## config.mk

```make
export PLATFORM = sky130hd
export DESIGN_NAME = stream_mux
export DESIGN_NICKNAME = d
export VERILOG_FILES = /design/src/rtl/stream_mux.sv
export SDC_FILE = /design/constraint.sdc
export NUM_CORES = 1
export LEC_CHECK = 0
export BUFFER_PORTS_ARGS = -buffer_cell sky130_fd_sc_hd__clkbuf_2
export CAP_MARGIN = 30
export CORE_ASPECT_RATIO = 1.75
export CORE_MARGIN = 2
export CORE_UTILIZATION = 50
export DETAILED_ROUTE_END_ITERATION = 6
export PLACE_DENSITY = 0.83
export SYNTH_ARGS = -nofsm -noshare
export SYNTH_HDL_FRONTEND = slang
export SYNTH_SLANG_ARGS = --single-unit
```

## constraint.sdc

```tcl
create_clock -name clk -period 4.6 [get_ports clk]
set_input_delay 0.23 -clock clk [delete_from_list [all_inputs] [get_ports clk]]
set_output_delay 0.23 -clock clk [all_outputs]
set_load 0.05 [all_outputs]
```

## src/rtl/stream_mux.sv

```systemverilog
// Registered N-channel stream multiplexer with manual or round-robin selection
// and a single valid/ready output stage.
module stream_mux #(
  parameter  int WIDTH    = 8,
  parameter  int CHANNELS = 8,
  localparam int SEL_W    = $clog2(CHANNELS)
) (
  input  logic                      clk,
  input  logic                      rst_n,
  input  logic                      mode,
  input  logic [SEL_W-1:0]          sel,
  input  logic [CHANNELS*WIDTH-1:0] in_data,
  input  logic [CHANNELS-1:0]       in_valid,
  output logic [CHANNELS-1:0]       in_ready,
  output logic [WIDTH-1:0]          out_data,
  output logic [SEL_W-1:0]          out_ch,
  output logic                      out_valid,
  input  logic                      out_ready
);

  // state | meaning
  // EMPTY | output register holds no word, out_valid = 0
  // FULL  | output register holds a word awaiting out_ready
  typedef enum logic {
    EMPTY = 1'b0,
    FULL  = 1'b1
  } state_t;

  localparam logic [SEL_W:0]   N_EXT    = (SEL_W+1)'(CHANNELS);
  localparam logic [SEL_W-1:0] LAST_CH  = SEL_W'(CHANNELS - 1);

  state_t             state;
  logic [SEL_W-1:0]   ptr;
  logic               load_en;
  logic               grant_vld;
  logic [SEL_W-1:0]   grant_idx;
  logic [SEL_W-1:0]   ptr_next;
  logic [SEL_W:0]     cand;

  assign out_valid = (state == FULL);
  assign load_en   = (state == EMPTY) || out_ready;

  always_comb begin
    grant_vld = 1'b0;
    grant_idx = '0;
    cand      = '0;
    if (!mode) begin
      if (({1'b0, sel} < N_EXT) && in_valid[sel]) begin
        grant_vld = 1'b1;
        grant_idx = sel;
      end
    end else begin
      // Wrap is done by subtraction so non-power-of-two channel counts work.
      for (int k = 0; k < CHANNELS; k++) begin
        cand = {1'b0, ptr} + (SEL_W+1)'(k);
        if (cand >= N_EXT) cand = cand - N_EXT;
        if (!grant_vld && in_valid[cand[SEL_W-1:0]]) begin
          grant_vld = 1'b1;
          grant_idx = cand[SEL_W-1:0];
        end
      end
    end
  end

  assign ptr_next = (grant_idx == LAST_CH) ? '0 : grant_idx + 1'b1;

  assign in_ready = (rst_n && load_en && grant_vld) ? (CHANNELS'(1) << grant_idx) : '0;

  always_ff @(posedge clk) begin
    if (!rst_n) begin
      state    <= EMPTY;
      out_data <= '0;
      out_ch   <= '0;
      ptr      <= '0;
    end else if (load_en) begin
      if (grant_vld) begin
        state    <= FULL;
        out_data <= in_data[grant_idx*WIDTH +: WIDTH];
        out_ch   <= grant_idx;
        if (mode) ptr <= ptr_next;
      end else begin
        state <= EMPTY;
      end
    end
  end

endmodule

```

Word-level counts from Yosys, hierarchy flattened
Cells that the tools add are included.
- register bits after elaboration: 15
- output and inout port bits: 20
- add/sub/neg operators: 16
- $lt $le $gt $ge: 17
- equal/unequal tests: 1
- shifts and indexed selects: 2
- multiplexer cells: 64
- bitwise logic cells: 1
- reduce and logical (&&, ||, !) cells: 19
- operators by type and width (cell ; count):
    two-way mux 3 bit ; 27
    indexed part select 64 x 7 -> 8 bit ; 1
    less-than comparator 3 x 4 -> 1 bit (second input constant) ; 9
    >= comparator 4 bit (second input constant) ; 7
    binary-select mux 1 bit (select 3 bit) ; 9
    two-way mux 1 bit ; 27
    subtractor 3 x 1 -> 3 bit (second input constant) ; 8
    adder 3 x 3 -> 4 bit (second input constant) ; 4
    logical AND 1 bit ; 9
    adder 3 x 2 -> 4 bit (second input constant) ; 2
    two-way mux 8 bit ; 1
    << shifter 1 x 3 -> 8 bit (first input constant) ; 1
    logical NOT 1 bit ; 7
    adder 3 x 1 -> 4 bit (second input constant) ; 1
    >= comparator 3 x 4 -> 1 bit (second input constant) ; 1
    adder 3 x 1 -> 3 bit (second input constant) ; 1
    == test 3 bit (second input constant) ; 1
    AND reduction 3 bit ; 1
    AND reduction 2 bit ; 1
    logical OR 1 bit ; 1
    inverter 1 bit ; 1

Logic depth before layout (Yosys ltp)
Gate-level depths: netlist of the first run.
- word-level depth: 37
- gate-level depth with buffers: 17

Worst setup path after synthesis of the first run
Ideal clock, no wire load.
- path type: reg-to-output
- start point: register ptr[0]
- end point: output in_ready[7]
- arrival: 3.774 ns
- required time: 4.370 ns
- setup slack: 0.596 ns
- stages on the path, launching flop included: 16
- path buffers: 4
- cell sequence: dfxtp_1 > buf_6 > inv_2 > ha_1 > buf_6 > mux4_2 > mux2i_4 > nor2b_4 > o21ai_1 > o21ai_1 > and3b_1 > buf_4 > buf_1 > ha_1 > ha_1 > and3_1
- longest elaborated chain between the ends: 37
- elaborated cells on any way between the ends: 97
- ends and longest elaborated chain (item ; RTL line ; source):
    start, declared ; 33 ; logic [SEL_W-1:0] ptr;
    start signal, assigned ; 80 ; if (mode) ptr <= ptr_next;
    parallel branches: the longest is 33 deep, another holds adder 3 x 1 -> 4 bit ; -- ;
    two-way mux 3 bit * ; 57 ; if (!grant_vld && in_valid[cand[SEL_W-1:0]]) begin
    two-way mux 3 bit * ; 47 ; if (!mode) begin
    named net grant_idx[0] ; 36 ; logic [SEL_W-1:0] grant_idx;
    << shifter 1 x 3 -> 8 bit * ; 67 ; assign in_ready = (rst_n && load_en && grant_vld) ? (CHANNELS'(1) << grant_idx) : '0;
    two-way mux 8 bit * ; 67 ;
    end, declared ; 14 ; output logic [CHANNELS-1:0] in_ready,
Mark *: on every way through the listed nets, which the timed path passes. The select of a mux whose other input is x is not followed.

Worst setup path after layout of the first run
Ends and elaborated chain as after synthesis.

==> results of run 1 <==
[power by group through the flow]
stage	clock network [mW]	registers (mW)	logic [mW]
6_report	0.109	0.196	1.06
2_1_floorplan	0	0.303	0.750
4_1_cts	0.112	0.196	1.05
5_1_grt	0.117	0.201	1.14
3_5_place_dp	0	0.198	1.05
3_3_place_gp	0	0.198	1.03
[metal layers]
layer | routed length (um) | global-route usage, % | share of wire, %
met5 | 0 | 0 | 0
met1 | 2560 | 26.4 | 37
met2 | 3930 | 49.3 | 56
met3 | 244 | 1.90 | 3.5
met4 | 221 | 13.3 | 3.2
[layout make-up]
| class | count | share of cell area [%] |
|---|---|---|
| Clock buffer | 3 | 1.42 |
| Clock inverter | 1 | 0.172 |
| Multi-Input combinational cell | 205 | 66.2 |
| Tap cell | 52 | 2.23 |
| Inverter | 10 | 1.29 |
| Sequential cell | 15 | 10.3 |
| Timing Repair Buffer | 104 | 18.4 |
[worst paths after layout]
| path | slack (ns) | cells after the start | endpoint |
|---|---|---|---|
| max | 0.28 | 12 | in_ready[7] |
| min | 0.32 | 3 | out_valid |
| max reg2reg | 0.67 | 11 | out_data[4] |
| min reg2reg | 0.49 | 1 | out_data[5] |
[sequential cells by signal, indices dropped and copies added, names as in the netlist]
| register | flops |
|---|---|
| out_ch | 3 |
| ptr | 3 |
| out_valid | 1 |
| out_data | 8 |
[cell families (layout without fill, tap and decap cells)]
| group | count (synthesis) | in the layout | share of synthesized area (%) |
|---|---|---|---|
| buffers and inverters | 24 | 118 | 7.30 |
| multiplexers | 68 | 68 | 37.5 |
| flip-flops | 15 | 15 | 12.5 |
| adder cells (fa/ha/maj) | 7 | 7 | 3.65 |
| AO/OA/AOI/OAI | 67 | 67 | 23.4 |
| AND/OR/NAND/NOR | 60 | 60 | 14.5 |
| XOR/XNOR | 3 | 3 | 1.10 |
[layout by cell type, fill, tap and decap left out, types with 5 or more instances in the layout]
cell      count
a21oi_1       5
a211oi_2      8
mux2i_1      43
and4_1        8
nor2_1       18
and2_1        8
dfxtp_1      15
nand2_1      11
a211oi_1     10
clkbuf_2     98
mux4_2       14
buf_4         6
ha_1          6
mux2_2        5
a221o_1       8
inv_1         8
o21ai_1       7
[stage by stage]
step	total power [mW]	setup slack (ns)	utilization (%)	instances	hold WS [ns]
floorplan	1.05	0.596	-	244	0.437
global placement	1.23	0.553	61.4	386	0.470
detailed placement	1.24	0.444	61.4	386	0.473
CTS	1.36	0.144	62.3	390	0.321
global route	1.45	0.0211	62.4	390	0.341
finish	1.36	0.279	62.4	390	0.325
[worst max-delay path, delay by kind of cell, from the launching register on]
kind,cells,cell delay (ns)
flip-flops,1,0.34
multiplexers,1,0.71
AND/OR/NAND/NOR,2,0.41
adder cells (fa/ha/maj),3,0.86
buffers and inverters,2,0.37
AO/OA/AOI/OAI,4,1.14
==> metrics.md, run 1 <==
| Metric | Value |
|---|---|
| Dpl cell area | 2860 um2 |
| Starting Density | 51.4% |
| Sw Pwr | just over 700 uW |
| R2r startpoint | ptr[0] |
| H-Tree Depth | 1 |
| Hold_sp | out_ready |
| RSZ-0062 raised after global routing | false |
| Reg power frac | 14.4% |
| Post-Synthesis Cell Area | between 2000 and 2500 um2 |
| GPL Wtd Cong | around 0.86 |
| GRT Overall Usage | 25.3% |
| Post-synth EDFFs | 0 |
| Worst path required time | ~4.4 ns |
| Multi-input logic area | 1930 um2 |
| CP peak stage delay | 0.71 ns |
| Vias in the first global route | 2458 |
| WL/cell | 17.8 um |
| Clk sinks | 15 |
| FMAX | 231 MHz |
| First-pass GRT wire length | 10900 um |
| Port-buffer cells | 98 |
| Syn_area_per_cell | between 9 and 10 um2 |
| Area of the core | ~4700 um2 |
| CP max FO | 13 |
| CTS tree | done |
| Vias/cell | 6.24 |
| Leakage | 1.31 nW |
| VDD IR max | 0.352 mV |
| DRC violation count after routing | 0 |
| Largest area contributor in the netlist | mux2i_1 |
| Sequential share of the synthesized area | 12.5% |
| HP Class | input port to flip-flop |
| DP HPWL | 5730 um |
| Status | finished clean |
| Clk pwr share | under 10% |
| TritonRoute pass-1 iters | 4 |
| CP Launch Point | ptr[0] |
| Register area | 300 um2 |
| Total global routing overflow | 0 |
| #FFs+latches synth | 15 |
| Die Area | 5390 um2 |
| Net count after synthesis | 330 |
| Final Skew | 0.00714 ns |
| Clock latency on the worst-skew pair | about 0.25 ns |
| Cell variety after synth | 60 |
| Vias | 2434 |
| Post-synth top cells | mux2i_1 (43), nor2_1 (18), dfxtp_1 (15) |
| Layout fillers | roughly 430 |
| Max-slew violations | 0 |
| Power Dens Cells | roughly 470 nW/um2 |
| Top cell by count, worst path | ha_1 |
| Die height | 95.7 um |
| Setup bufs post-CTS | 0 |
| # resized after CTS | 0 |
| ANT cells | 0 |
| Synth top area cells | mux2i_1 (18%), mux4_2 (13%), dfxtp_1 (13%) |
| Layout cell share with drive strength beyond 1 | 44.1% |
| Min Tclk post-route | 4.32 ns |
| Final wirelength | 6960 um |
| CTS Root Cell | clkbuf_8 |
| Slew Limit Headroom | 56.2% |
| Hold Vio Cnt, Final | 0 |
| Measured slew at the worst slew-check pin | 0.655 ns |
| Synth Flop Type | dfxtp_1 |
| Final period utilization | 93.9% |
| Pin count of the biggest net entering global routing | 27 |
| CP max stage cell | mux4_1 |
| Ports | 99 |
| Most frequent cell after synthesis | mux2i_1 |
| TNS Setup | 0 ns |
| Die Wd | 56.4 um |
| Combinational share of power | between 70 and 80% |
| Detailed router's first-iteration violation count | 74 |
| Total CTS buffers | 3 |
| Mapped Cells | 244 |
| Post-DRT Antenna Nets | 0 |
| Fin area | 2910 um2 |
| Ys async rst share | 0% |
| Post-synth top area share | between 15 and 20% |
| Worst setup SP type | flip-flop |
| CP Data Arrival Time | 4.09 ns |
| Max-Cap Viols | 0 |
| Cell internal pwr | 656 uW |
| Final setup fails | 0 |
| Synthesis Warnings | 0 |
| CP Cell Sequence | inv_2 -> ha_2 -> mux4_1 -> a221oi_2 -> o22ai_1 -> a2bb2oi_1 -> a311oi_1 -> or2_1 -> ha_1 -> ha_1 -> and3_1 -> clkbuf_2 |
| CTS clk-pin slew, worst paths | 0.07 ns |
| CTS hold repair buffers | 0 |
| # nets final | 425 |
| Worst setup EP type | output port |
| Critical path type | flip-flop to output port |
| Max Buffers Root-to-Sink | 2 |
| Switching Share | 51.8% |
| Area delta synth->final | 21.3% |
| Rows | 33 |
| Initial antenna violation count | 0 |
Power figures use the tool's default switching activity.
==> run 2: changes to the inputs <==
- ABC_AREA: not set -> 1
- CORE_UTILIZATION: 50 -> 48
- PLACE_DENSITY: 0.83 -> 0.81
==> run 2 against run 1 <==
Net effect:
- area after synthesis decreased by 7.6%
- sequential share of layout area increased by 0.90 points
- sequential power decreased by 12%
- utilization decreased by 1.9 points
- cell area decreased by 7.6%
- die area decreased by 3.5%
- synthesized cell count increased by 59%
- via count increased by 20%
- non-clock buffer count decreased by 4
- setup slack improved by 0.19 ns
- clock skew decreased by 0.0060 ns
- highest routed layer unchanged
- power decreased by 26%
==> metrics.md, run 2 <==
| Metric | Value |
|---|---|
| Ports | a little under 100 |
| Hold Path Cell Cnt | 4 |
| DRC violation count after routing | 0 |
| Hold Vio Cnt, Final | 0 |
| GPL Wtd Cong | 0.893 |
| Final period utilization | 89.8% |
| Layout cell share with drive strength beyond 1 | 27.2% |
| Max-Cap Viols | 0 |
| Area delta synth->final | 21.2% |
| DP HPWL | ~5800 um |
| Worst setup EP type | output port |
| Largest registers | out_data: 8 flops, out_ch: 3 flops, ptr: 3 flops |
| Vias in the first global route | 2771 |
| Hold_sp | out_ready |
| Leakage | 1.51 nW |
| R2r startpoint | ptr[1] |
| Die Area | around 5200 um2 |
| Biggest register | out_data |
| Syn_area_per_cell | 5.70 um2 |
| CP Data Arrival Time | 3.90 ns |
| Register-to-Register Path Depth | 19 |
| Most frequent cell after synthesis | nand2_1 |
| Largest area contributor in the netlist | nand3_1 |
| Final setup fails | 0 |
| TritonRoute pass-1 iters | 5 |
| Area of the core | 4440 um2 |
| Hold worst-path end | out_valid |
| Register area | 302 um2 |
| ANT cells | 0 |
| Detailed router's first-iteration violation count | approximately 130 |
| CTS clk-pin slew, worst paths | around 0.060 ns |
| Port-buffer cells | 98 |
| Max Buffers Root-to-Sink | 2 |
| Total CTS buffers | 3 |
| Largest register FFs | 8 |
| Most frequent cells in the layout | nand2_1 (122), nand3_1 (99), clkbuf_2 (98) |
| CP max FO | 35 |
| Multi-input logic area | 1640 um2 |
| Total power | between 1 and 1.5 mW |
| #FFs+latches synth | 15 |
| Post-Synthesis Cell Area | about 2200 um2 |
| CTS tree | done |
| Vias | around 3000 |
| Layout fillers | 482 |
| Ys async rst share | 0% |
| Total global routing overflow | 0 |
| Clock latency on the worst-skew pair | 0.25 ns |
| HP Class | input port to flip-flop |
| FF-to-FF End | ptr[2] |
| Post-synth top cells | nand2_1 (122), nand3_1 (99), inv_1 (30) |
| Starting Density | 49.9% |
| Clk sinks | 15 |
| Final wirelength | between 7000 and 8000 um |
| Synthesis Warnings | 0 |
| Vias/cell | roughly 5.6 |
| Max-slew violations | 0 |
| Power Dens Cells | 375 nW/um2 |
| Slew Limit Headroom | 37.7% |
| Post-DRT Antenna Nets | 0 |
| Rows | 32 |
| TNS Setup | 0 ns |
| GRT Overall Usage | a little over a quarter |
| Pin count of the biggest net entering global routing | 36 |
| CTS Root Cell | clkbuf_8 |
| Initial antenna violation count | 0 |
| Final Skew | 0.00113 ns |
| R2R setup slack | 0.94 ns |
| H-Tree Depth | 1 |
| Synth top area cells | nand3_1 (22%), nand2_1 (21%), dfxtp_1 (14%) |
| Setup bufs post-CTS | 0 |
| Sequential share of the synthesized area | 13.5% |
| Post-synth top area share | 22.3% |
| Worst setup SP type | flip-flop |
| Post-synth EDFFs | 0 |
| Min Tclk post-route | 4.13 ns |
| Die height | 93.9 um |
| Cell variety after synth | 38 |
| Worst path required time | 4.37 ns |
| FMAX | 242 MHz |
| Mapped Cells | slightly below 400 |
| Critical path type | flip-flop to output port |
| Status | finished clean |
| RSZ-0062 raised after global routing | false |
| Die Wd | between 50 and 60 um |
| WL/cell | 13.6 um |
| Measured slew at the worst slew-check pin | just over 0.9 ns |
| Commonest non-fill, non-tap cell in the layout | nand2_1 |
| VDD IR max | ~0.3 mV |
| First-pass GRT wire length | 11700 um |
| Net count after synthesis | 475 |
| # nets final | between 500 and 600 |
| Synth Flop Type | dfxtp_1 |
run 2: cell types whose count changed after synthesis, sizes merged, moves of 12 or more:
cell,delta
a211oi,-17
inv,+24
mux2i,-44
mux4,-15
nand2,+115
nand3,+101
o21ai,+12
run 2: worst max-delay path by stage:
stage               startpoint          end  slack, ns  cells after the start
global placement        ptr[1]  in_ready[2]       0.71                     16
finish                  ptr[1]  in_ready[0]       0.47                     20
detailed placement      ptr[1]  in_ready[2]       0.60                     16
global route            ptr[1]  in_ready[4]       0.07                     20
CTS                     ptr[1]  in_ready[2]       0.32                     16
floorplan               ptr[1]  in_ready[1]       0.79                     19
run 2: logic make-up (layout without fill, tap and decap cells):
group                      count (synthesis)  count (layout)  share of synthesized area (%)
buffers and inverters                     55             140                           12.7
AOI/OAI and AO/OA                         38              38                           10.2
and+or+nand+nor                          270             270                           57.7
DFF                                       15              15                           13.5
adders and majority gates                  7               7                           3.95
xor gates and xnor gates                   4               4                           1.92
run 2: per-stage QoR:
stage / utilization [%] / hold slack (ns) / instances / setup WS [ns] / area, um2
after floorplan: - / 0.362 / 389 / 0.791 / 2220
after global placement: 59.5 / 0.488 / 521 / 0.706 / 2640
after detailed placement: 59.5 / 0.487 / 521 / 0.599 / 2640
after CTS: 60.5 / 0.299 / 525 / 0.321 / 2690
after global routing: 60.5 / 0.343 / 525 / 0.0668 / 2690
final: 60.5 / 0.291 / 525 / 0.471 / 2690
run 2: final cells by class:
cell class,count,area share (%)
Inverter,36,5.07
Tap cell,51,2.37
Sequential cell,15,11.2
Clock buffer,4,1.68
Timing Repair Buffer,100,18.8
Multi-Input combinational cell,319,60.9
run 2: power by group:
| part | total [mW] | switching (mW) | internal [mW] | leakage, nW |
|---|---|---|---|---|
| clock network | 0.109 | 0.0474 | 0.0613 | 0.0228 |
| logic | 0.727 | 0.508 | 0.218 | 1.36 |
| registers | 0.172 | 0.0184 | 0.154 | 0.125 |
| total | 1.01 | 0.574 | 0.433 | 1.51 |
run 2: routing by layer:
metal	part of all wire, %	GRT usage (%)	vias up
li1	-	-	1464
met1	35	27.2	1272
met2	55	54.4	150
met3	5.7	2.20	34
met4	4.8	13.8	0
met5	0	0	-
run 2: repair_timing:
action	4_1_cts	5_1_grt
hold endpoints to repair	0	0
gates resized for setup	0	1
hold buffers	0	0
setup endpoints to repair	0	6
run 2: worst max-delay path, cell delays in order (launching register included):
cell      delay (ns)
dfxtp_2         0.45
clkinv_2        0.17
ha_1            0.45
clkinv_1        0.18
nand3_1         0.12
nand2_1         0.07
nand2_1         0.07
nand2_1         0.13
inv_1           0.13
nor2_1          0.06
nand3_1         0.08
nand2_1         0.06
nor2_1          0.10
nand2_1         0.10
nand3_4         0.24
nand2_4         0.28
inv_2           0.25
ha_1            0.17
inv_1           0.05
nor3_1          0.17
clkbuf_2        0.31
==> run 3: changes to the inputs <==
- CORE_UTILIZATION: 48 -> 52
- PLACE_DENSITY: 0.81 -> 0.87
- RECOVER_POWER: not set -> 25
- clock period: 4.6 -> 5 ns (I/O delays scaled with it)
==> run 3 against run 2 <==
Net effect:
- register-to-register slack improved by 0.16 ns
- sequential power shrank 6%
- largest power group unchanged
- non-clock buffer count down 2
- wire length decreased by 0.87%
- critical path type unchanged
==> metrics.md, run 3 (synthesis gave the netlist of run 2 again) <==
| Metric | Value |
|---|---|
| Hold worst-path end | out_valid |
| TritonRoute pass-1 iters | 4 |
| Power Dens Cells | around 350 nW/um2 |
| CP max stage cell | dfxtp_1 |
| Worst setup SP type | flip-flop |
| R2R setup slack | 1.10 ns |
| ANT cells | 0 |
| HP Class | input port to flip-flop |
| Register-to-Register Path Depth | 15 |
| Final Skew | 0.00591 ns |
| Switching Share | 57.7% |
| Reg power frac | 17.5% |
| Hold Path Cell Cnt | 4 |
| Die height | approximately 90 um |
| Hold slack | 0.311 ns |
| Clk sinks | 15 |
| Worst setup EP type | output port |
| Final setup fails | 0 |
| Rows | 31 |
| CP peak stage delay | 0.56 ns |
| CTS tree | done |
| H-Tree Depth | 1 |
| Detailed router's first-iteration violation count | 124 |
| Layout fillers | 423 |
| Inst Count DP | 517 |
| Leakage | 1.47 nW |
| CTS clk-pin slew, worst paths | roughly 0.070 ns |
| Layout cell share with drive strength beyond 1 | 25.2% |
| Fin area | between 2000 and 3000 um2 |
| CTS hold repair buffers | 0 |
| Clk pwr share | 10.9% |
| Ports | around 100 |
| TNS Setup | 0 ns |
| Max Buffers Root-to-Sink | 2 |
| CP max FO | 35 |
| WL/cell | 13.6 um |
| Worst path required time | 4.75 ns |
| GRT Overall Usage | 31.5% |
| Commonest non-fill, non-tap cell in the layout | nand2_1 |
| Die Wd | between 50 and 60 um |
| Pin count of the biggest net entering global routing | 36 |
| Hold Vio Cnt, Final | 0 |
| FF-to-FF End | ptr[2] |
| Final period utilization | 88.6% |
| Setup bufs post-CTS | 0 |
| # nets final | 559 |
| CTS Root Cell | clkbuf_8 |
| Largest register FFs | 8 |
| CP Cell Sequence | clkinv_2 -> ha_1 -> clkinv_1 -> nand3_1 -> nand2_1 -> o21ai_1 -> nor2_4 -> nand2_1 -> nand3_1 -> nand3_4 -> nand2_4 -> inv_2 -> ha_1 -> inv_1 -> nor3_1 -> clkbuf_2 |
| Slew Limit Headroom | 37.4% |
| Port-buffer cells | between 90 and 100 |
| Max-Cap Viols | 0 |
| Die Area | 4830 um2 |
| Biggest register | out_data |
| Combinational share of power | 71.6% |
| Max-slew violations | 0 |
| DP HPWL | 5670 um |
| Largest registers | out_data: 8 flops, out_ch: 3 flops, ptr: 3 flops |
| Post-route insts no fill | 521 |
| CP Data Arrival Time | 4.18 ns |
| Area of the core | 4110 um2 |
| DRC violation count after routing | 0 |
| Clock latency on the worst-skew pair | 0.25 ns |
| Initial antenna violation count | 0 |
| RSZ-0062 raised after global routing | false |
| Vias/cell | 5.70 |
| Dpl cell area | about 2600 um2 |
| Post-DRT Antenna Nets | 0 |
| First-pass GRT wire length | 11800 um |
| Most frequent cells in the layout | nand2_1 (122), nand3_1 (99), clkbuf_2 (90) |
| Starting Density | 54.0% |
| Vias | around 3000 |
| Vias in the first global route | 2814 |
| Cell internal pwr | between 300 and 400 uW |
| GPL Wtd Cong | 0.933 |
| Status | finished clean |
| Total global routing overflow | 0 |
| Area delta synth->final | 20.0% |
| Min Tclk post-route | 4.43 ns |
| Sw Pwr | roughly 530 uW |
| VDD IR max | 0.288 mV |
| Critical path type | flip-flop to output port |
| Measured slew at the worst slew-check pin | 0.936 ns |
| Total CTS buffers | 3 |
| # resized after CTS | 0 |
| FMAX | roughly 230 MHz |
| Final wirelength | roughly 7100 um |
| Hold_sp | out_ready |
| R2r startpoint | ptr[1] |
run 3: changes by cell type in the layout (fill, tap and decap cells not counted), sizes merged:
cell / previous run / this run
buf: 2 / 0
clkbuf: 102 / 101
clkinv: 2 / 3
run 3: how the worst max path moves through the flow:
| stage | start | to | slack, ns | depth (start not counted) |
|---|---|---|---|---|
| 2_1_floorplan | ptr[1] | in_ready[1] | 1.17 | 19 |
| 3_3_place_gp | ptr[1] | in_ready[2] | 1.07 | 16 |
| 3_5_place_dp | ptr[1] | in_ready[4] | 0.91 | 16 |
| 4_1_cts | ptr[1] | in_ready[4] | 0.62 | 16 |
| 5_1_grt | ptr[1] | in_ready[0] | 0.18 | 16 |
| 6_report | ptr[1] | in_ready[4] | 0.57 | 16 |
run 3: final cells by class:
cell class	instances	area, um2	share of cell area (%)
Clock buffer	3	41.3	1.55
Clock inverter	1	5.00	0.188
Inverter	36	136	5.12
Multi-Input combinational cell	319	1640	61.5
Sequential cell	15	300	11.3
Tap cell	49	61.3	2.30
Timing Repair Buffer	98	480	18.1
run 3: through the flow:
step | power (mW) | utilization (%) | worst slack, ns
2_1_floorplan | 0.697 | - | 1.17
3_3_place_gp | 0.803 | 63.8 | 1.07
3_5_place_dp | 0.815 | 63.8 | 0.914
4_1_cts | 0.917 | 65.0 | 0.616
5_1_grt | 0.997 | 64.7 | 0.182
6_report | 0.921 | 64.7 | 0.570
run 3: power groups by stage:
stage / logic, mW / clock network, mW / registers (mW)
global placement: 0.641 / 0 / 0.163
CTS: 0.655 / 0.100 / 0.161
global route: 0.727 / 0.106 / 0.164
finish: 0.660 / 0.100 / 0.161
detailed placement: 0.652 / 0 / 0.163
floorplan: 0.478 / 0 / 0.219
run 3: per-layer routing:
layer	share of wire (%)	wire length (um)	vias up	GRT usage, %
met5	0	0	-	0
met4	4.7	332	0	18.6
met3	5.5	389	28	3.15
met2	56	3970	139	56.7
met1	34	2400	1346	32.7
li1	-	-	1457	-
run 3: critical path, delay by kind of cell (launching register included):
| kind | cells | cell delay (ns) |
|---|---|---|
| buf+inv | 5 | 1.03 |
| flops | 1 | 0.56 |
| simple gates | 8 | 1.38 |
| compound gates | 1 | 0.30 |
| fa+ha+maj | 2 | 0.64 |
